**src/rtl/endnode_tx_scheduler.sv**
```systemverilog
// Endnode TX scheduler: arbitrates credit grants, ACK komma flits and data
// packets onto one PHY TX port, with ACK FIFO, per-VC credits and a watchdog.
module endnode_tx_scheduler #(
    parameter int ACK_DEPTH = 4,     // power of 2, >= 2
    parameter int CRED_W    = 4,
    parameter int HOLD_CYC  = 2,
    parameter int TIMEOUT   = 1024,
    parameter int FLIT_W    = 32
) (
    input  logic              CLK,
    input  logic              nRST,
    input  logic              tx_idle,
    input  logic              get_data,
    input  logic              data_req,
    input  logic [FLIT_W-1:0] data_flit,
    input  logic              data_last,
    output logic              data_pop,
    input  logic              ack_push,
    input  logic [FLIT_W-1:0] ack_flit,
    output logic              ack_full,
    input  logic [1:0]        cred_ret,
    output logic [FLIT_W-1:0] flit_tx,
    output logic              start_tx,
    output logic              done_tx,
    output logic              packet_done_tx,
    output logic [1:0]        grtcred_tx,
    output logic              ack_drop,
    output logic              cred_ovf,
    output logic              timeout_err
);

    localparam int AW = $clog2(ACK_DEPTH);
    localparam int CW = AW + 1;
    localparam int HW = $clog2(HOLD_CYC + 1);
    localparam int WW = $clog2(TIMEOUT + 1);
    localparam logic [CW-1:0]     FULL_CNT  = CW'(ACK_DEPTH);
    localparam logic [HW-1:0]     HOLD_LAST = HW'(HOLD_CYC - 1);
    localparam logic [WW-1:0]     WD_LAST   = WW'(TIMEOUT - 1);
    localparam logic [CRED_W-1:0] CRED_MAX  = '1;

    typedef enum logic [1:0] {IDLE, SEND_DATA, HOLD} state_t;

    state_t                 state, state_nx;
    logic [FLIT_W-1:0]      fifo_mem [ACK_DEPTH];
    logic [AW-1:0]          rd_ptr, wr_ptr;
    logic [CW-1:0]          fifo_cnt;
    logic [1:0][CRED_W-1:0] cred;
    logic [HW-1:0]          hold_cnt;
    logic [WW-1:0]          wd_cnt;
    logic                   vc_turn;    // VC preferred when both have credits
    logic                   last_data;  // last non-credit issue was data

    logic [1:0]        grt_c, cred_nz;
    logic              ack_avail, ack_pop, push_ok, issue_data, wd_fire;
    logic              start_c, done_c, pkt_c, pop_c;
    logic [FLIT_W-1:0] flit_c;

    assign cred_nz[0] = (cred[0] != '0);
    assign cred_nz[1] = (cred[1] != '0);
    assign ack_avail  = (fifo_cnt != '0);
    assign push_ok    = ack_push && (fifo_cnt != FULL_CNT || ack_pop);

    always_comb begin
        state_nx   = state;
        grt_c      = 2'b00;
        ack_pop    = 1'b0;
        issue_data = 1'b0;
        start_c    = 1'b0;
        done_c     = 1'b0;
        pkt_c      = 1'b0;
        pop_c      = 1'b0;
        wd_fire    = 1'b0;
        flit_c     = '0;
        case (state)
            IDLE: if (tx_idle) begin
                if (cred_nz != 2'b00) begin
                    grt_c    = (cred_nz[0] && (!cred_nz[1] || !vc_turn)) ? 2'b01 : 2'b10;
                    state_nx = HOLD;
                end else if (ack_avail && (!data_req || last_data)) begin
                    ack_pop  = 1'b1;
                    start_c  = 1'b1;
                    flit_c   = fifo_mem[rd_ptr];
                    state_nx = HOLD;
                end else if (data_req) begin
                    issue_data = 1'b1;
                    start_c    = 1'b1;
                    flit_c     = data_flit;
                    state_nx   = SEND_DATA;
                end
            end
            SEND_DATA: begin
                flit_c = data_flit;
                if (get_data) begin
                    done_c = 1'b1;
                    pop_c  = 1'b1;
                    if (data_last) begin
                        pkt_c    = 1'b1;
                        state_nx = HOLD;
                    end
                end else if (wd_cnt == WD_LAST) begin
                    // PHY stalled: discard the flit so the source can move on
                    wd_fire  = 1'b1;
                    pop_c    = 1'b1;
                    state_nx = HOLD;
                end
            end
            HOLD: if (hold_cnt == HOLD_LAST) state_nx = IDLE;
            default: state_nx = IDLE;
        endcase
    end

    // Pulses are gated so every output reads 0 while reset is held.
    assign start_tx       = nRST & start_c;
    assign done_tx        = nRST & done_c;
    assign packet_done_tx = nRST & pkt_c;
    assign data_pop       = nRST & pop_c;
    assign grtcred_tx     = nRST ? grt_c : 2'b00;
    assign flit_tx        = nRST ? flit_c : '0;
    assign ack_full       = (fifo_cnt == FULL_CNT);

    always_ff @(posedge CLK or negedge nRST) begin
        if (!nRST) begin
            state       <= IDLE;
            hold_cnt    <= '0;
            wd_cnt      <= '0;
            vc_turn     <= 1'b0;
            last_data   <= 1'b0;
            timeout_err <= 1'b0;
        end else begin
            state    <= state_nx;
            hold_cnt <= (state == HOLD) ? hold_cnt + 1'b1 : '0;
            wd_cnt   <= (state == SEND_DATA && !get_data) ? wd_cnt + 1'b1 : '0;
            if (grt_c != 2'b00) vc_turn <= grt_c[0];
            if (ack_pop)         last_data <= 1'b0;
            else if (issue_data) last_data <= 1'b1;
            if (wd_fire) timeout_err <= 1'b1;
        end
    end

    always_ff @(posedge CLK or negedge nRST) begin
        if (!nRST) begin
            for (int i = 0; i < ACK_DEPTH; i++) fifo_mem[i] <= '0;
            rd_ptr   <= '0;
            wr_ptr   <= '0;
            fifo_cnt <= '0;
            ack_drop <= 1'b0;
        end else begin
            if (push_ok) begin
                fifo_mem[wr_ptr] <= ack_flit;
                wr_ptr           <= wr_ptr + 1'b1;
            end
            if (ack_pop) rd_ptr <= rd_ptr + 1'b1;
            if (push_ok && !ack_pop)      fifo_cnt <= fifo_cnt + 1'b1;
            else if (ack_pop && !push_ok) fifo_cnt <= fifo_cnt - 1'b1;
            if (ack_push && !push_ok) ack_drop <= 1'b1;
        end
    end

    // A return and a grant on the same VC in one cycle cancel out.
    always_ff @(posedge CLK or negedge nRST) begin
        if (!nRST) begin
            cred     <= '0;
            cred_ovf <= 1'b0;
        end else begin
            for (int v = 0; v < 2; v++) begin
                if (cred_ret[v] && !grt_c[v]) begin
                    if (cred[v] == CRED_MAX) cred_ovf <= 1'b1;
                    else                     cred[v]  <= cred[v] + 1'b1;
                end else if (!cred_ret[v] && grt_c[v]) begin
                    cred[v] <= cred[v] - 1'b1;
                end
            end
        end
    end

endmodule

```
**config.mk**
```make
export PLATFORM = sky130hd
export DESIGN_NAME = endnode_tx_scheduler
export DESIGN_NICKNAME = d
export VERILOG_FILES = /design/src/rtl/endnode_tx_scheduler.sv
export SDC_FILE = /design/constraint.sdc
export NUM_CORES = 1
export LEC_CHECK = 0
export BUFFER_PORTS_ARGS = -buffer_cell sky130_fd_sc_hd__buf_2
export CORE_AREA = 2 2 170 172
export CTS_CLUSTER_SIZE = 8
export DETAILED_ROUTE_END_ITERATION = 6
export DIE_AREA = 0 0 172 174
export PLACE_DENSITY = 0.62
export SYNTH_ARGS = -nofsm -noshare
export SYNTH_HDL_FRONTEND = slang
export SYNTH_SLANG_ARGS = --single-unit
export TNS_END_PERCENT = 20
```
**constraint.sdc**
```tcl
create_clock -name CLK -period 5.8 [get_ports CLK]
set_input_delay 0.29 -clock CLK [delete_from_list [all_inputs] [get_ports CLK]]
set_output_delay 0.29 -clock CLK [all_outputs]
set_load 0.02 [all_outputs]
```
# --- Yosys cells after proc, flatten, opt, wreduce, memory -nomap -nowiden ---
# Cells that the tools add are included.
classes:
  n_addsub: 10
  magnitude_cmp: 3
  eq_ne: 15
  mux: 65
  bitwise_logic: 6
  n_reduce_logical: 38
op_table:
  columns: ["operator", "n"]
  rows:
  - ["32-bit 2-to-1 mux", 8]
  - ["128-bit bitwise mux", 1]
  - ["32-bit binary-select mux with 2-bit select", 1]
  - ["32-bit demux with 2-bit select", 1]
  - ["32-bit case mux with 2 select lines", 1]
  - ["1-bit 2-to-1 mux", 29]
  - ["2-bit 2-to-1 mux", 14]
  - ["4-bit 2-to-1 mux", 6]
  - ["1-bit logical AND", 12]
  - ["2-bit nonzero test", 6]
  - ["11-bit by 1-bit adder with 11-bit output (second input constant)", 1]
  - ["11-bit by 10-bit equality test with 1-bit output (second input constant)", 1]
  - ["11-bit 2-to-1 mux", 1]
  - ["1-bit zero test", 10]
  - ["3-bit != test (second input constant)", 3]
  - ["4-bit by 1-bit adder with 4-bit output (second input constant)", 2]
  - ["4-bit equality test (second input constant)", 2]
  - ["2-bit != test (second input constant)", 4]
  - ["4-bit nonzero test", 2]
  - ["4-bit by 1-bit subtractor with 4-bit output (second input constant)", 2]
  - ["2-bit by 1-bit adder with 2-bit output (second input constant)", 3]
  - ["3-bit greater-or-equal comparator (second input constant)", 2]
  - ["3-bit 2-to-1 mux", 2]
  - ["2-bit inverter with 3-bit output", 2]
  - ["14 further kinds", 21]
totals:
  ff_bits: 163
  out_inout_bits: 42

# --- Depth between registers and ports, before layout ---
# Gate-level depths: netlist (run 1).
depth:
  word_depth: 13
  mapped_depth: 13

# --- Worst setup path before layout (run 1) ---
# No wires, ideal clock.
synth_timing:
  kind: "reg2reg"
  from: "reg cred[4] (netlist name)"
  to: "reg fifo_cnt[1]"
  setup_ns: 0.125
  t_arrival_ns: 2.982
  required_ns: 5.675
  setup_slack_ns: 2.693
  stages_incl_launch_ff: 12
  n_path_buf: 3
  cell_sequence: "dfrtp_1 > or4_1 > buf_2 > or4_1 > buf_2 > buf_6 > nor2_2 > inv_1 > ha_1 > inv_1 > fa_1 > mux2_2"
synth_between:
  elab_chain_cells: 10
synth_lines:
  columns: ["item", "line", "rtl"]
  rows:
  - ["start, declared", "47", "logic [1:0][CRED_W-1:0] cred;"]
  - ["start signal, assigned by index", "168", "else cred[v] <= cred[v] + 1'b1;"]
  - ["start signal, assigned by index", "170", "cred[v] <= cred[v] - 1'b1;"]
  - ["4-bit nonzero test (*)", "59", "assign cred_nz[1] = (cred[1] != '0);"]
  - ["2-bit nonzero test (*)", "76", "if (cred_nz != 2'b00) begin"]
  - ["1-bit 2-to-1 mux (*)", "76", null]
  - ["1-bit 2-to-1 mux (*)", "75", "IDLE: if (tx_idle) begin"]
  - ["1-bit 2-to-1 mux (*)", "74", "case (state)"]
  - ["1-bit logical OR", "61", "assign push_ok = ack_push && (fifo_cnt != FULL_CNT || ack_pop);"]
  - ["1-bit logical AND", "61", null]
  - ["1-bit zero test", "154", "else if (ack_pop && !push_ok) fifo_cnt <= fifo_cnt - 1'b1;"]
  - ["1-bit logical AND", "154", null]
  - ["2-bit nonzero test (no source line)", null, null]
  - ["end signal, assigned", "153", "if (push_ok && !ack_pop) fifo_cnt <= fifo_cnt + 1'b1;"]
  - ["end signal, assigned", "154", null]
  - ["end, declared", "46", "logic [CW-1:0] fifo_cnt;"]
# Every way passes the cells marked *; elsewhere a longest branch is shown, timed or not.
# A chain may end at the register's enable or synchronous reset.

# --- Final worst setup path (run 1) ---
layout_timing:
  from: "reg cred[4] (netlist name)"
  to: "out flit_tx[2]"
layout_between:
  elab_chain_cells: 6
layout_lines:
  columns: ["item", "line", "rtl"]
  rows:
  - ["4-bit nonzero test", "59", null]
  - ["2-bit nonzero test", "76", null]
  - ["32-bit 2-to-1 mux", "76", null]
  - ["32-bit 2-to-1 mux", "75", null]
  - ["32-bit case mux with 2 select lines", "74", null]
  - ["32-bit 2-to-1 mux", "118", "assign flit_tx = nRST ? flit_c : '0;"]
  - ["end, declared", "22", "output logic [FLIT_W-1:0] flit_tx,"]
# No other way between the ends.

==> impl_metrics.py, run 1 <==
metrics = {
    "outcome": {
        "status": "completed",
    },
    "critical_path": {
        "crit_slowest_cell": "or4_1",
        "crit_path_end_kind": "output pin",
        "cp_max_fo": 23,
        "critPathKind": "flip-flop to output pin",
        "crit_arrival_ns": 3.37,
        "critical_path_required_ns": 5.51,
        "cpPeakStageDelay_ns": 0.69,
        "cp-start-kind": "flip-flop",
        "crit_path_cell_trace": "or4_1, nor4_4, and3_1, buf_4, a22o_1, buf_2",
    },
    "sta": {
        "min_period_over_period_pct": 63.0,
        "hold_ws_ns": 0.117,
        "rsz0062_at_grt": "no",
        "relSlewSlack_pct": 22.7,
        "finalSetupTns_ns": 0,
        "tightest_slew_ns": 1.16,
        "finalHoldViolations": 0,
        "finClkSkew_ns": 0.0128,
        "fin_crit_ns": 3.66,
        "max_freq_mhz": 274,
        "slew_violations": 0,
        "setup_viol": 0,
    },
    "global_routing": {
        "grt_pass1_wl_microns": 49400,
        "grt.busiest_layer": "met2",
        "grt_usage_pct": 21.1,
        "met1_usage_pct": 31.2,
        "overflow": 0,
        "antenna_found_initial": 2,
        "grt_max_degree": 96,
        "grt_use_met3_pct": 3.57,
        "use_met2_pct": 32.0,
        "grt_pass1_vias": 8348,
    },
    "floorplan": {
        "die_area_sq_mm": 0.0299,
        "fp-row-count": 62,
        "initial_utilization_pct": 39.4,
        "die_h_microns": 174,
        "ioPinCount": 115,
        "die_w_microns": 172,
        "core_area_sq_mm": 0.0282,
    },
    "yosys": {
        "ys_warn_count": 0,
        "synth_flop_cell": "dfrtp_1",
        "yosysUniqueCellTypes": 52,
        "synth_nets": 1136,
        "synthesis.area_sq_mm": 0.0111,
        "synthCells": 1050,
        "yosys_register_bits": 163,
        "synth-edff-count": 0,
        "yosysSeqAreaShare_pct": 36.6,
        "syn_area_per_cell_sq_um": 10.6,
        "synthArstFlopShare_pct": 100,
    },
    "cells_and_area": {
        "layout.cells.non_filler": 1480,
        "fill_cells": 2704,
        "syn_to_final_growth_pct": 11.4,
        "drive_above_1_share_pct": 41.5,
        "final_common_cell": "dfrtp_1",
        "final_cell_mix": "dfrtp_1 (162), o211ai_1 (148), nand2_1 (143), a21bo_2 (128), buf_2 (112)",
        "fin_nets": 1167,
    },
    "clock_tree": {
        "cts_buffers": 17,
        "cts_hold_buffers": 1,
        "clk_pin_slew_ns": 0.07,
        "h-tree-depth": 4,
        "clock_latency_ns": 0.44,
        "cts-root-buf": "clkbuf_16",
        "post_cts_buffers": 0,
        "cts_tree": "yes",
        "clock_sinks": 163,
        "clock_path_buffers": 2,
        "cts_resized": 0,
    },
    "detailed_routing": {
        "ant_nets": 0,
        "firstDrtPassIters": 6,
        "wl_per_cell_microns": 21.3,
        "drtIter0Drc": 789,
        "drc_errors": 0,
        "routed_wl_microns": 31500,
        "via_per_inst": 5.95,
        "vias": 8801,
    },
    "power": {
        "peakVddDrop_v": 0.000269,
        "power.density_mw_per_mm2": 520,
        "p_leak_nw": 4.99,
        "power_mw": 6.45,
    },
    "placed_design": {
        "gp_congestion": 0.789,
        "dp_cells": 1445,
        "place_hpwl_microns": 17400,
        "numPortBuffers": 114,
    },
    "run": {
        "timing.max_cap.violations": 0,
    },
    "hold_path": {
        "hold_class": "input pin to flip-flop",
    },
}
critical path, delay by kind of cell (launching register included):
family,cells,cell delay [ns]
simple gates,3,1.69
buf+inv,2,0.56
flops,1,0.45
compound gates,1,0.22
sequential cells by signal, summed over array words and instances (netlist names):
signal	cells
last_data	1
cred	8
rd_ptr	2
hold_cnt	2
ack_drop	1
state	2
wd_cnt	11
timeout_err	1
cred_ovf	1
fifo_mem	128
vc_turn	1
fifo_cnt	3
wr_ptr	2
through the flow:
step	setup slack (ns)	utilization, %	instance area [sq um]
2_1_floorplan	2.69	-	11100
3_3_place_gp	2.20	41.7	11800
5_1_grt	2.01	43.9	12400
6_report	2.14	43.9	12400
3_5_place_dp	2.16	41.7	11800
4_1_cts	2.11	43.9	12400
synth_stat cells (2+ instances only):
master	count	area share, %
a21oi_1	12	0.54
buf_6	13	1.3
and2_1	5	0.28
a21bo_2	128	12
buf_2	16	0.72
xor2_1	8	0.63
a211o_1	2	0.16
nand4_1	3	0.17
dfrtp_1	163	37
nor2b_1	3	0.17
xnor2_1	10	0.79
clkbuf_1	84	2.8
mux2_2	6	0.61
o21ai_0	11	0.49
nor2_1	25	0.84
mux4_2	32	6.5
buf_4	4	0.27
nand2_1	143	4.8
nor3_1	9	0.40
mux2i_1	3	0.27
a31oi_1	3	0.17
o211ai_1	148	10
o211ai_2	110	12
nor4_1	5	0.28
o31ai_1	2	0.13
o21a_1	2	0.13
or3_1	3	0.17
ha_1	11	1.2
fa_1	2	0.36
buf_1	8	0.27
and3_1	3	0.17
a211oi_1	2	0.13
o311ai_0	2	0.16
inv_1	11	0.37
or4_1	3	0.20
nand3_1	13	0.58
a31o_2	2	0.16
a22o_1	26	2.0
path summary, 6_finish.rpt:
path | start | end | slack [ns] | cells past startpoint
worst max register to register | cred[4] | fifo_cnt[1] | 2.17 | 8
worst min-delay path | cred_ret[1] | cred_ovf | 0.12 | 3
min in group asynchronous | nRST | wd_cnt[6] | 0.39 | 2
max in group asynchronous | nRST | rd_ptr[0] | 3.33 | 4
worst min register to register | hold_cnt[0] | hold_cnt[0] | 0.44 | 1
worst max-delay path | cred[4] | flit_tx[2] | 2.14 | 6
report_power, final:
| part | switching [mW] | internal, mW |
|---|---|---|
| logic | 1.61 | 1.46 |
| registers | 0.490 | 1.70 |
| clock network | 0.527 | 0.660 |
layout make-up:
cell class / instances / area (sq um) / area share [%]
antenna: 2 / 5.00 / 0.0404
clock buffer: 18 / 439 / 3.54
clock inverter: 14 / 164 / 1.32
inverter: 11 / 46.3 / 0.373
multi-input combinational: 751 / 6430 / 51.9
sequential: 163 / 4080 / 32.9
tap: 384 / 480 / 3.87
timing repair buffer: 137 / 754 / 6.08
per-layer routing:
metal	wire [microns]	share of wire [%]
met5	0	0
met1	14700	47
met4	506	1.6
met2	14700	47
met3	1530	4.9
kinds of logic (layout without fill, tap and decap cells):
family | Yosys count | count (layout) | share of synthesized area [%]
AO/OA/AOI/OAI | 456 | 456 | 38.4
XOR/XNOR | 18 | 18 | 1.42
adder cells (fa/ha/maj) | 13 | 13 | 1.60
buffers and inverters | 136 | 180 | 5.78
flip-flops | 163 | 163 | 36.6
multiplexers | 41 | 41 | 7.35
other | 0 | 2 | 0
AND/OR/NAND/NOR | 223 | 223 | 8.79
Note: power is estimated with default switching activity, not from simulation.
==> inputs of run 2 (changes only) <==
clock period = 3.4 ns   (was 5.8 ns; I/O delays follow)
==> run 2 against run 1 <==
Compared with the run above: global-route usage up 0.096 points; die area is the same; clock power increased by 71%; sequential cell count unchanged; cell area rose by 1.3%; combinational power grew 73%; sequential power is 70% higher; sequential share of layout area shrank 0.43 points; final cell count rose by 0.68%; first-iteration DRC count decreased by 0.25%; critical path depth grew 2; critical path type unchanged; highest routed layer is now met5.
==> impl_metrics.py, run 2 (synthesis results as in run 1) <==
metrics = {
    "placed_design": {
        "numPortBuffers": 114,
        "place_hpwl_microns": 17800,
        "gp_congestion": 0.770,
        "dp_cells": 1457,
    },
    "global_routing": {
        "grt_pass1_wl_microns": 49700,
        "overflow": 0,
        "grt_pass1_vias": 8456,
        "antenna_found_initial": 1,
        "grt_max_degree": 130,
        "grt_usage_pct": 21.2,
    },
    "clock_tree": {
        "clk_pin_slew_ns": 0.07,
        "post_cts_buffers": 0,
        "cts_buffers": 17,
        "h-tree-depth": 4,
        "clock_latency_ns": 0.44,
        "cts_tree": "yes",
        "cts-root-buf": "clkbuf_16",
        "clock_sinks": 163,
        "clock_path_buffers": 2,
    },
    "sta": {
        "setup_viol": 0,
        "relSlewSlack_pct": 29.1,
        "slew_violations": 0,
        "finalHoldViolations": 0,
        "tightest_slew_ns": 1.06,
        "min_period_over_period_pct": 94.7,
        "finalSetupTns_ns": 0,
        "fin_crit_ns": 3.22,
        "finClkSkew_ns": 0.0138,
        "rsz0062_at_grt": "no",
        "max_freq_mhz": 311,
    },
    "cells_and_area": {
        "largest_register": "fifo_mem",
        "drive_above_1_share_pct": 42.0,
        "fin_nets": 1180,
        "layout.cells.non_filler": 1490,
        "largest_register_ffs": 128,
        "diodes": 0,
        "final_cell_mix": "dfrtp_1 (162), o211ai_1 (148), nand2_1 (143), a21bo_2 (128), buf_2 (112)",
        "syn_to_final_growth_pct": 12.8,
        "final_common_cell": "dfrtp_1",
        "reg.largest.list": "fifo_mem: 128 flops, wd_cnt: 11 flops, cred: 8 flops",
    },
    "detailed_routing": {
        "vias": 8765,
        "drc_errors": 0,
        "firstDrtPassIters": 5,
        "routed_wl_microns": 31200,
        "ant_nets": 0,
        "drtIter0Drc": 787,
        "via_per_inst": 5.88,
        "wl_per_cell_microns": 21.0,
    },
    "critical_path": {
        "rr_endpoint": "fifo_cnt[1]",
        "reg2reg_slack_ns": 0.36,
        "cpPeakStageDelay_ns": 0.58,
        "crit_path_end": "flit_tx[11]",
        "critPathKind": "flip-flop to output pin",
        "critical_path_required_ns": 3.23,
        "cp-start-kind": "flip-flop",
        "crit_slowest_cell": "or4_1",
        "cp_max_fo": 10,
        "r2r_cells": 8,
        "crit_path_cell_trace": "or4_1, buf_4, nor4_4, buf_4, and3_4, buf_4, a22o_1, buf_2",
        "critPathMostFrequentCell": "buf_4",
        "crit_arrival_ns": 3.05,
        "reg2reg_from": "cred[0]",
        "cp-startpoint": "cred[4]",
        "crit_path_end_kind": "output pin",
    },
    "power": {
        "internal-power_mw": 6.67,
        "power.density_mw_per_mm2": 881,
        "power_mw": 11.1,
        "p_leak_nw": 5.08,
        "peakVddDrop_v": 0.000484,
        "switching_share_pct": 39.7,
        "p_clk_share_pct": 18.3,
        "p_seq_share_pct": 33.6,
        "switchingPower_mw": 4.40,
        "pwr-share-comb_pct": 48.0,
    },
    "floorplan": {
        "die_h_microns": 174,
        "die_w_microns": 172,
        "die_area_sq_mm": 0.0299,
        "fp-row-count": 62,
        "initial_utilization_pct": 39.4,
        "ioPinCount": 115,
        "core_area_sq_mm": 0.0282,
    },
    "hold_path": {
        "holdPathStages": 3,
        "hold_class": "input pin to flip-flop",
        "hold_start": "ack_flit[16]",
    },
    "outcome": {
        "status": "completed",
    },
    "run": {
        "timing.max_cap.violations": 0,
    },
}
[run 2: area by class of cell]
class | count | area [sq um]
repair buffers | 150 | 917
inverters | 11 | 46.3
well taps | 384 | 480
clock inverters | 9 | 129
flip-flops and latches | 163 | 4080
fillers | 2693 | 15700
clock buffers | 22 | 474
multi-input cells | 751 | 6440
[run 2: worst max-delay path, delay by kind of cell (launching register included)]
family,cells,cell delay [ns]
and+or+nand+nor,3,1.24
DFF,1,0.45
AOI/OAI and AO/OA,1,0.14
buffers and inverters,4,0.77
[run 2: how the worst min path moves through the flow]
stage	to
after floorplan	ack_drop
after global placement	wd_cnt[1]
after detailed placement	wd_cnt[1]
after CTS	fifo_mem[112]
after global routing	fifo_mem[11]
final	fifo_mem[16]
[run 2: power groups by stage]
stage          clock network (mW)  logic, mW  registers [mW]
6_report                     2.03       5.32            3.72
5_1_grt                      2.13       5.81            3.86
4_1_cts                      2.06       5.37            3.71
3_5_place_dp                    0       5.35            3.75
3_3_place_gp                    0       5.26            3.69
2_1_floorplan                   0       4.19            3.50
[run 2: what timing repair did]
item	in CTS	in global routing
setup endpoints to repair	22	22
hold buffers	2	0
gates resized for setup	1	1
endpoints found under the hold margin	59	0
[run 2: per-stage QoR]
step	hold WS (ns)	util (%)	cell area [sq um]	setup WS [ns]
final	0.0246	44.5	12600	0.180
after global routing	0.0277	44.5	12600	0.0127
after CTS	0.0123	44.5	12600	0.0450
after detailed placement	0.215	42.3	11900	0.351
after global placement	0.217	42.3	11900	0.365
after floorplan	-0.126	-	11100	0.293
[run 2: metal layers]
metal / global-route usage (%) / part of all wire (%)
met5: 0 / 0.022
met4: 4.87 / 1.2
met3: 3.44 / 4.9
met2: 33.1 / 48
met1: 30.8 / 46
